File: src/rtl/vram_pkg.sv
// rtl/vram_pkg.sv - shared framebuffer constants, grant/FSM types and display address helper
package vram_pkg;
  localparam int FB_W    = 160;
  localparam int FB_H    = 120;
  localparam int FB_SIZE = FB_W * FB_H;
  localparam int VRAM_AW = 15;

  typedef enum logic [1:0] {IDLE, ISSUE, WAIT, ACK} cpu_st_t;
  typedef enum logic [1:0] {GNT_NONE, GNT_DISP, GNT_CPU, GNT_CLR} gnt_t;

  function automatic logic [VRAM_AW-1:0] disp_addr(input logic [6:0] row, input logic [7:0] col);
    return VRAM_AW'(row) * VRAM_AW'(FB_W) + VRAM_AW'(col);
  endfunction
endpackage

File: src/rtl/vram_clear.sv
// rtl/vram_clear.sv - framebuffer fill engine: ascending address counter with req/gnt handshake
module vram_clear
  import vram_pkg::*;
(
  input  logic               clk,
  input  logic               rst,
  input  logic               start,
  input  logic [7:0]         color,
  input  logic               gnt,
  output logic               req,
  output logic               busy,
  output logic [VRAM_AW-1:0] addr,
  output logic [7:0]         data
);
  logic               busy_q, busy_d;
  logic               done_q, done_d;
  logic [VRAM_AW-1:0] addr_q, addr_d;
  logic [7:0]         color_q, color_d;

  always_comb begin
    busy_d  = busy_q;
    done_d  = done_q;
    addr_d  = addr_q;
    color_d = color_q;
    if (!busy_q) begin
      if (start) begin
        busy_d  = 1'b1;
        addr_d  = '0;
        color_d = color;
      end
    end else if (done_q) begin
      // last write occupies the VRAM bus now; busy drops right after it
      busy_d = 1'b0;
      done_d = 1'b0;
    end else if (gnt) begin
      if (addr_q == VRAM_AW'(FB_SIZE - 1)) done_d = 1'b1;
      else addr_d = addr_q + VRAM_AW'(1);
    end
  end

  always_ff @(posedge clk) begin
    if (rst) begin
      busy_q  <= 1'b0;
      done_q  <= 1'b0;
      addr_q  <= '0;
      color_q <= '0;
    end else begin
      busy_q  <= busy_d;
      done_q  <= done_d;
      addr_q  <= addr_d;
      color_q <= color_d;
    end
  end

  assign req  = busy_q && !done_q;
  assign busy = busy_q;
  assign addr = addr_q;
  assign data = color_q;
endmodule

File: src/rtl/vram_arbiter.sv
// rtl/vram_arbiter.sv - VRAM scheduler: display slots first, CPU and fill engine round-robin
// The fill engine and round-robin are built only when VRAM_ARB_CLEAR_EN is defined.
module vram_arbiter
  import vram_pkg::*;
(
  input  logic               clk,
  input  logic               rst,
  input  logic               clk_pix,
  input  logic               vis,
  input  logic [9:0]         x,
  input  logic [8:0]         y,
  output logic [7:0]         pix_data,
  input  logic               cpu_req,
  input  logic               cpu_we,
  input  logic [VRAM_AW-1:0] cpu_addr,
  input  logic [7:0]         cpu_wdata,
  output logic               cpu_ack,
  output logic [7:0]         cpu_rdata,
  input  logic               clear_start,
  input  logic [7:0]         clear_color,
  output logic               clear_busy,
  output logic               vram_en,
  output logic               vram_we,
  output logic [VRAM_AW-1:0] vram_addr,
  output logic [7:0]         vram_wdata,
  input  logic [7:0]         vram_rdata
);
  logic               disp_slot, pix_tick, cpu_pend;
  logic               clr_req, clr_gnt, clr_busy;
  logic [VRAM_AW-1:0] clr_addr;
  logic [7:0]         clr_data;
  gnt_t               gnt;

  cpu_st_t            cpu_st_q, cpu_st_d;
  logic               cpu_we_q, cpu_we_d;
  logic               cpu_ack_q, cpu_ack_d;
  logic [7:0]         cpu_rdata_q, cpu_rdata_d;
  logic               last_cpu_q, last_cpu_d;
  logic               vram_en_q, vram_en_d;
  logic               vram_we_q, vram_we_d;
  logic [VRAM_AW-1:0] vram_addr_q, vram_addr_d;
  logic [7:0]         vram_wdata_q, vram_wdata_d;
  logic [2:0]         tick_q, tick_d;
  logic [1:0]         dvld_q, dvld_d;
  logic [7:0]         pix_hold_q, pix_hold_d;
  logic [7:0]         pix_data_q, pix_data_d;

  logic unused_bits;
  assign unused_bits = ^y[1:0];

`ifdef VRAM_ARB_CLEAR_EN
  vram_clear u_clear (
    .clk   (clk),
    .rst   (rst),
    .start (clear_start),
    .color (clear_color),
    .gnt   (clr_gnt),
    .req   (clr_req),
    .busy  (clr_busy),
    .addr  (clr_addr),
    .data  (clr_data)
  );
`else
  assign clr_req  = 1'b0;
  assign clr_busy = 1'b0;
  assign clr_addr = '0;
  assign clr_data = '0;
  logic unused_clear;
  assign unused_clear = ^{clear_start, clear_color, clr_gnt};
`endif

  assign clr_gnt = (gnt == GNT_CLR);

  always_comb begin
    pix_tick  = !clk_pix && (x[1:0] == 2'b00);
    disp_slot = pix_tick && vis;
    cpu_pend  = (cpu_st_q == IDLE) && cpu_req;

    gnt = GNT_NONE;
    if (disp_slot)              gnt = GNT_DISP;
    else if (cpu_pend && clr_req) gnt = last_cpu_q ? GNT_CLR : GNT_CPU;
    else if (cpu_pend)          gnt = GNT_CPU;
    else if (clr_req)           gnt = GNT_CLR;

    cpu_st_d    = cpu_st_q;
    cpu_we_d    = cpu_we_q;
    cpu_ack_d   = 1'b0;
    cpu_rdata_d = cpu_rdata_q;
    case (cpu_st_q)
      IDLE: if (gnt == GNT_CPU) begin
        cpu_st_d = ISSUE;
        cpu_we_d = cpu_we;
      end
      ISSUE: cpu_st_d = WAIT;
      WAIT: begin
        cpu_st_d  = ACK;
        cpu_ack_d = 1'b1;
        if (!cpu_we_q) cpu_rdata_d = vram_rdata;
      end
      ACK:     cpu_st_d = IDLE;
      default: cpu_st_d = IDLE;
    endcase

    last_cpu_d = last_cpu_q;
    if (gnt == GNT_CPU) last_cpu_d = 1'b1;
    if (gnt == GNT_CLR) last_cpu_d = 1'b0;

    vram_en_d    = (gnt != GNT_NONE);
    vram_we_d    = 1'b0;
    vram_addr_d  = vram_addr_q;
    vram_wdata_d = vram_wdata_q;
    case (gnt)
      GNT_DISP: vram_addr_d = disp_addr(y[8:2], x[9:2]);
      GNT_CPU: begin
        vram_we_d    = cpu_we;
        vram_addr_d  = cpu_addr;
        vram_wdata_d = cpu_wdata;
      end
      GNT_CLR: begin
        vram_we_d    = 1'b1;
        vram_addr_d  = clr_addr;
        vram_wdata_d = clr_data;
      end
      default: ;
    endcase

    // pixel schedule: read data lands two cycles after the slot, shown one cycle later
    tick_d     = {tick_q[1:0], pix_tick};
    dvld_d     = {dvld_q[0], disp_slot};
    pix_hold_d = pix_hold_q;
    if (tick_q[1]) pix_hold_d = dvld_q[1] ? vram_rdata : 8'h00;
    pix_data_d = pix_data_q;
    if (tick_q[2]) pix_data_d = pix_hold_q;
  end

  always_ff @(posedge clk) begin
    if (rst) begin
      cpu_st_q     <= IDLE;
      cpu_we_q     <= 1'b0;
      cpu_ack_q    <= 1'b0;
      cpu_rdata_q  <= '0;
      last_cpu_q   <= 1'b0;
      vram_en_q    <= 1'b0;
      vram_we_q    <= 1'b0;
      vram_addr_q  <= '0;
      vram_wdata_q <= '0;
      tick_q       <= '0;
      dvld_q       <= '0;
      pix_hold_q   <= '0;
      pix_data_q   <= '0;
    end else begin
      cpu_st_q     <= cpu_st_d;
      cpu_we_q     <= cpu_we_d;
      cpu_ack_q    <= cpu_ack_d;
      cpu_rdata_q  <= cpu_rdata_d;
      last_cpu_q   <= last_cpu_d;
      vram_en_q    <= vram_en_d;
      vram_we_q    <= vram_we_d;
      vram_addr_q  <= vram_addr_d;
      vram_wdata_q <= vram_wdata_d;
      tick_q       <= tick_d;
      dvld_q       <= dvld_d;
      pix_hold_q   <= pix_hold_d;
      pix_data_q   <= pix_data_d;
    end
  end

  assign pix_data   = pix_data_q;
  assign cpu_ack    = cpu_ack_q;
  assign cpu_rdata  = cpu_rdata_q;
  assign clear_busy = clr_busy;
  assign vram_en    = vram_en_q;
  assign vram_we    = vram_we_q;
  assign vram_addr  = vram_addr_q;
  assign vram_wdata = vram_wdata_q;
endmodule
File: config.mk
export PLATFORM = sky130hd
export DESIGN_NAME = vram_arbiter
export DESIGN_NICKNAME = d
export VERILOG_FILES = /design/src/rtl/vram_pkg.sv /design/src/rtl/vram_clear.sv /design/src/rtl/vram_arbiter.sv
export SDC_FILE = /design/constraint.sdc
export NUM_CORES = 1
export LEC_CHECK = 0
export CAP_MARGIN = 10
export CELL_PAD_IN_SITES_DETAIL_PLACEMENT = 1
export CELL_PAD_IN_SITES_GLOBAL_PLACEMENT = 2
export CORE_UTILIZATION = 27
export CTS_CLUSTER_DIAMETER = 50
export CTS_CLUSTER_SIZE = 8
export DETAILED_ROUTE_END_ITERATION = 7
export PLACE_DENSITY = 0.94
export SKIP_CTS_REPAIR_TIMING = 1
export SLEW_MARGIN = 20
export SYNTH_ARGS = -nofsm -noshare
export SYNTH_HDL_FRONTEND = slang
export SYNTH_SLANG_ARGS = --single-unit
File: constraint.sdc
create_clock -name clk -period 7 [get_ports clk]
set_input_delay 0.7 -clock clk [delete_from_list [all_inputs] [get_ports clk]]
set_output_delay 0.7 -clock clk [all_outputs]
set_load 0.02 [all_outputs]
==> results of run 1 <==
-- layer usage --
metal | vias up | share of wire (%) | wire length (um) | GRT usage (%)
met5 | - | 0 | 0 | 0
li1 | 1233 | - | - | -
met3 | 9 | 5.5 | 427 | 4.20
met4 | 0 | 0.87 | 67 | 4.98
met2 | 66 | 51 | 3920 | 27.9
met1 | 1199 | 43 | 3290 | 17.1
-- logic make-up (layout without fill, tap and decap cells) --
group	count (synthesis)	in the layout
XOR/XNOR	7	7
multiplexers	18	18
adder cells (fa/ha/maj)	18	18
buffers and inverters	30	124
flip-flops	58	58
AND/OR/NAND/NOR	115	115
other	1	1
AO/OA/AOI/OAI	55	55
-- metrics by stage --
| stage | area [sq um] | worst slack [ns] | util (%) | hold WS [ns] | cells |
|---|---|---|---|---|---|
| 6_report | 3970 | 3.93 | 40.4 | 0.436 | 529 |
| 3_3_place_gp | 3790 | 3.62 | 38.6 | 0.423 | 513 |
| 4_1_cts | 3970 | 3.94 | 40.4 | 0.447 | 529 |
| 5_1_grt | 3970 | 3.76 | 40.4 | 0.454 | 529 |
| 2_1_floorplan | 2750 | 4.34 | - | 0.414 | 302 |
| 3_5_place_dp | 3790 | 3.59 | 38.6 | 0.440 | 513 |
-- how the worst max path moves through the flow --
stage                                       to  slack (ns)  from  depth (start not counted)
finish              vram_addr[13]$_SDFFE_PP0P_        3.93  y[3]                         10
CTS                 vram_addr[13]$_SDFFE_PP0P_        3.94  y[3]                         10
floorplan           vram_addr[13]$_SDFFE_PP0P_        4.34  y[3]                          9
global placement    vram_addr[13]$_SDFFE_PP0P_        3.62  y[3]                         10
global route        vram_addr[13]$_SDFFE_PP0P_        3.76  y[3]                         10
detailed placement  vram_addr[13]$_SDFFE_PP0P_        3.59  y[3]                         10
-- power groups by stage --
| stage | Clock (mW) | Combinational, mW | Sequential (mW) |
|---|---|---|---|
| finish | 0.269 | 0.376 | 0.393 |
| floorplan | 0 | 0.191 | 0.438 |
| detailed placement | 0 | 0.381 | 0.401 |
| global placement | 0 | 0.367 | 0.399 |
| global route | 0.295 | 0.416 | 0.398 |
| CTS | 0.282 | 0.383 | 0.394 |
-- flip-flops by register name, indices dropped and copies added (netlist names) --
register / count
cpu_ack: 1
cpu_rdata: 8
cpu_st_q: 2
cpu_we_q: 1
dvld_q: 2
pix_data: 8
pix_hold_q: 8
tick_q: 3
vram_addr: 15
vram_en: 1
vram_wdata: 8
vram_we: 1
-- synth_stat cells, drive strengths merged, types with 10 or more instances --
master / n / area share, %
a21oi: 25 / 4.6
a311oi: 10 / 3.2
clkbuf: 12 / 1.6
dfxtp: 58 / 42
ha: 16 / 7.3
inv: 11 / 1.5
mux2i: 18 / 6.6
nand2: 30 / 4.1
nand2b: 11 / 2.5
nand3: 22 / 4.0
nor2: 27 / 3.7
-- layout make-up --
| type | instances | area share, % |
|---|---|---|
| Inverter | 11 | 1.04 |
| Clock buffer | 10 | 3.22 |
| Timing Repair Buffer | 97 | 24.3 |
| Tap cell | 133 | 4.19 |
| Multi-Input combinational cell | 214 | 36.9 |
| Clock inverter | 6 | 1.10 |
| Sequential cell | 58 | 29.3 |
-- worst max-delay path, delay by kind of cell --
kind                     cells  cell delay, ns
adder cells (fa/ha/maj)      3            0.89
AO/OA/AOI/OAI                3            0.66
buffers and inverters        2            0.52
XOR/XNOR                     1            0.29
AND/OR/NAND/NOR              1            0.24
==> impl_metrics.yaml, run 1 <==
outcome:
  status: "finished clean"
cells_and_area:
  final_cell_mix: "clkdlybuf4s50_1 (94), dfxtp_1 (58), nand2_1 (30)"
  drive_gt1_share_pct: 5.81
  area_growth_pct: 44.5
  diodes: 0
  final_common_cell: "clkdlybuf4s50_1"
  fill_cells: 1192
  multiInputGateArea_sq_um: 1460
  layout.nets: 474
  regArea_sq_um: 1160
sta:
  rsz0062_at_grt: "no"
  hold_violations: 0
  min_period_ns: 3.07
  tightestPinTransition_ns: 1.02
  report.final.slew_viol_count: 0
  post-route-period-util_pct: 43.8
  fin_tns_setup_ns: 0
  slew_headroom_pct: 32.1
  finClkSkew_ns: 0.00928
  max_freq_mhz: 326
  finalSetupViolCount: 0
setup_path:
  worstPathMaxFanout: 3
  worstPathRequired_ns: 7.22
  worst-setup-path-type: "input pin to register"
  arrival_ns: 3.29
  r2r_setup_slack_ns: 4.30
  reg2reg_depth: 6
  rr_endpoint: "vram_wdata[1]$_SDFFE_PP0N_"
  critPathSlowestCell: "clkdlybuf4s50_1"
  critical-path-max-stage-delay_ns: 0.46
  start_kind: "input pin"
  worstReg2RegStart: "cpu_st_q[0]$_SDFFE_PP0P_"
  crit_top_cell: "ha_1"
  end_kind: "register"
  worstPathCellList: "clkdlybuf4s50_1 > ha_1 > ha_1 > inv_1 > fa_1 > xnor2_1 > o2111a_1 > nor3b_1 > a21boi_0 > o31a_1"
logic_synthesis:
  synth_cell_types: 41
  ys.flop_type: "dfxtp_1"
  yosys_warnings: 0
  synth_xor_area_share_pct: 2.23
  synth_adder_area_share_pct: 8.75
  yosys.area_share.simple_pct: 21.5
  postSynthCellCount: 302
  synth_compound_gate_area_share_pct: 14.2
  async_reset_ff_share_pct: 0
  synthMuxAreaShare_pct: 6.56
  ys_ff_latch: 58
  synth_edf_count: 0
  synth_top_family_by_area: "simple AND/OR/NAND/NOR gates"
  postSynthNetCount: 385
  avgSynthCellArea_sq_um: 9.09
  seq_area_frac_synth_pct: 42.3
  synth_area_sq_um: 2750
place:
  portBuffers: 95
  gp_congestion: 0.757
  hpwl_um: 5640
power_and_ir_drop:
  total_power_mw: 1.04
  power_per_cell_area_nw_per_um2: 261
  sw_frac_of_total_pct: 35.7
  comb_power_share_pct: 36.2
  p_int_mw: 0.667
  p_leak_nw: 1.45
  p_sw_mw: 0.371
  ir_drop_uv: 95.1
  seqPwrFrac_pct: 37.9
  p_clk_share_pct: 25.9
hold_path:
  holdPathStages: 1
  min_delay_worst_endpoint: "dvld_q[1]$_SDFF_PP0_"
  hold_path.class: "register to register"
  hp-start: "dvld_q[0]$_SDFF_PP0_"
die:
  initial_core_util_pct: 28.0
  design.die.area_sq_um: 10600
  dieHeight_um: 103
  die_x_um: 103
  io_pins: 108
  core_sq_um: 9820
  rows: 36
clock_network:
  clk_path_buf_depth: 2
  numCtsBuffers: 9
  htreeDepth: 3
  cts-root-buf: "clkbuf_8"
  clkLatencyLatePin_ns: 0.34
  cts_tree: "built"
  cts.sinks: 58
  clkTransAtPathRegs_ns: 0.07
flow_run:
  drv_cap: 0
global_routing:
  antenna_found_initial: 0
  grt_max_degree: 59
  gr-total-overflow: 0
  grt.total_usage_pct: 15.3
  grt_pass1_wl_um: 12400
  grt_pass1_vias: 2634
drt:
  viasPerCell: 4.74
  num_vias: 2507
  drt_iter0_drc: 33
  wl_um: 7710
  dr.pass1.iters: 4
  drc: 0
  drt-wirelength-per-cell_um: 14.6
  antenna_left: 0
Power figures use the tool's default switching activity.
==> run 2, diff against run 1 <==
CORE_UTILIZATION = 25   (was 27)
PLACE_DENSITY = 0.88   (was 0.94)
clock period = 3.05 ns   (was 7 ns; I/O delays follow)
==> run 2 against run 1 <==
Effect of this change:
- clock power rose to 2.9 times the previous value
- highest routed layer unchanged
- critical path type unchanged
- total power increased by 150%
- sequential power increased by 130%
==> impl_metrics.yaml, run 2 (synthesis results as in run 1) <==
clock_network:
  clkTransAtPathRegs_ns: 0.07
  htreeDepth: 3
  numCtsBuffers: 9
  cts.sinks: 58
  clk_path_buf_depth: 2
  cts_tree: "built"
  cts-root-buf: "clkbuf_8"
  clkLatencyLatePin_ns: 0.33
sta:
  rsz0062_at_grt: "no"
  min_period_ns: 2.61
  tightestPinTransition_ns: 0.663
  finalSetupViolCount: 0
  post-route-period-util_pct: 85.4
  report.final.slew_viol_count: 0
  finClkSkew_ns: 0.00676
  slew_headroom_pct: 55.6
  max_freq_mhz: 384
  fin_ws_ns: 0.445
  hold_violations: 0
  fin_tns_setup_ns: 0
setup_path:
  end_kind: "register"
  arrival_ns: 2.82
  worstPathRequired_ns: 3.27
  start_kind: "input pin"
  worst-setup-path-type: "input pin to register"
  worstPathMaxFanout: 3
die:
  io_pins: 108
  core_sq_um: 10500
  initial_core_util_pct: 26.2
  rows: 37
  design.die.area_sq_um: 11400
  dieHeight_um: 107
  die_x_um: 107
global_routing:
  antenna_found_initial: 0
  gr-total-overflow: 0
  grt_pass1_wl_um: 12700
  grt_max_degree: 38
  grt.total_usage_pct: 14.2
  grt_pass1_vias: 2643
drt:
  drt_iter0_drc: 69
  dr.pass1.iters: 4
  viasPerCell: 4.66
  wl_um: 7820
  antenna_left: 0
  drc: 0
  num_vias: 2513
  drt-wirelength-per-cell_um: 14.5
power_and_ir_drop:
  p_leak_nw: 1.50
  power_per_cell_area_nw_per_um2: 634
  ir_drop_uv: 218
cells_and_area:
  diodes: 0
  drive_gt1_share_pct: 7.44
  layout.nets: 481
  final_common_cell: "clkdlybuf4s50_1"
  final_cell_mix: "clkdlybuf4s50_1 (94), dfxtp_1 (58), nand2_1 (30)"
  largest_reg_flops: 15
  area_growth_pct: 48.2
flow_run:
  drv_cap: 0
place:
  gp_congestion: 0.729
  place_ws_ns: 0.0795
  hpwl_um: 5900
  portBuffers: 95
hold_path:
  hold_path.class: "input pin to register"
outcome:
  status: "finished clean"
==> run 2: cell count changes in the layout (fill, tap and decap cells not counted) <==
cell,previous run,this run
buf_2,0,1
bufinv_16,0,2
buf_4,3,9
clkinv_4,3,0
clkbuf_8,9,10
==> run 2: power by group <==
group | leakage [nW] | switching [mW] | internal, mW
registers | 0.472 | 0.0500 | 0.853
logic | 0.922 | 0.489 | 0.408
clock network | 0.109 | 0.301 | 0.480
==> run 2: cell type report <==
type,instances,area [sq um]
clock buffer,11,141
clock inverter,5,77.6
fill,1245,6390
inverter,11,41.3
multi-input combinational,214,1460
sequential,58,1160
tap,136,170
timing repair buffer,104,1010
==> run 2: final timing paths <==
| path | to | slack, ns | from | depth (start not counted) |
|---|---|---|---|---|
| max | vram_addr[13]$_SDFFE_PP0P_ | 0.44 | y[3] | 10 |
| min reg2reg | tick_q[1]$_SDFF_PP0_ | 0.45 | tick_q[0]$_SDFF_PP0_ | 1 |
| max reg2reg | cpu_we_q$_SDFFE_PP0P_ | 1.08 | cpu_st_q[0]$_SDFFE_PP0P_ | 8 |
| min | cpu_st_q[0]$_SDFFE_PP0P_ | 0.44 | rst | 2 |
==> run 2: layer usage <==
layer  share of wire (%)  global-route usage, %
met5                   0                      0
met4                0.96                   3.52
met3                 4.0                   3.47
met2                  49                   25.1
met1                  46                   17.1
==> run 2: stage by stage <==
stage	hold WS, ns	cells	util, %	cell area (sq um)	total power, mW
floorplan	0.384	302	-	2750	1.44
CTS	0.429	539	38.9	4070	2.63
detailed placement	0.436	523	36.8	3850	1.83
global route	0.463	539	38.9	4070	2.75
global placement	0.424	523	36.8	3850	1.80
finish	0.436	539	38.9	4070	2.58
==> run 2: critical path, cell delays in order <==
cell and delay (ns):
clkdlybuf4s50_1 0.47, ha_1 0.31, ha_1 0.17, inv_1 0.06, fa_1 0.39, xnor2_1 0.25
o2111a_1 0.26, nor3b_1 0.22, a21boi_0 0.13, o31a_1 0.25
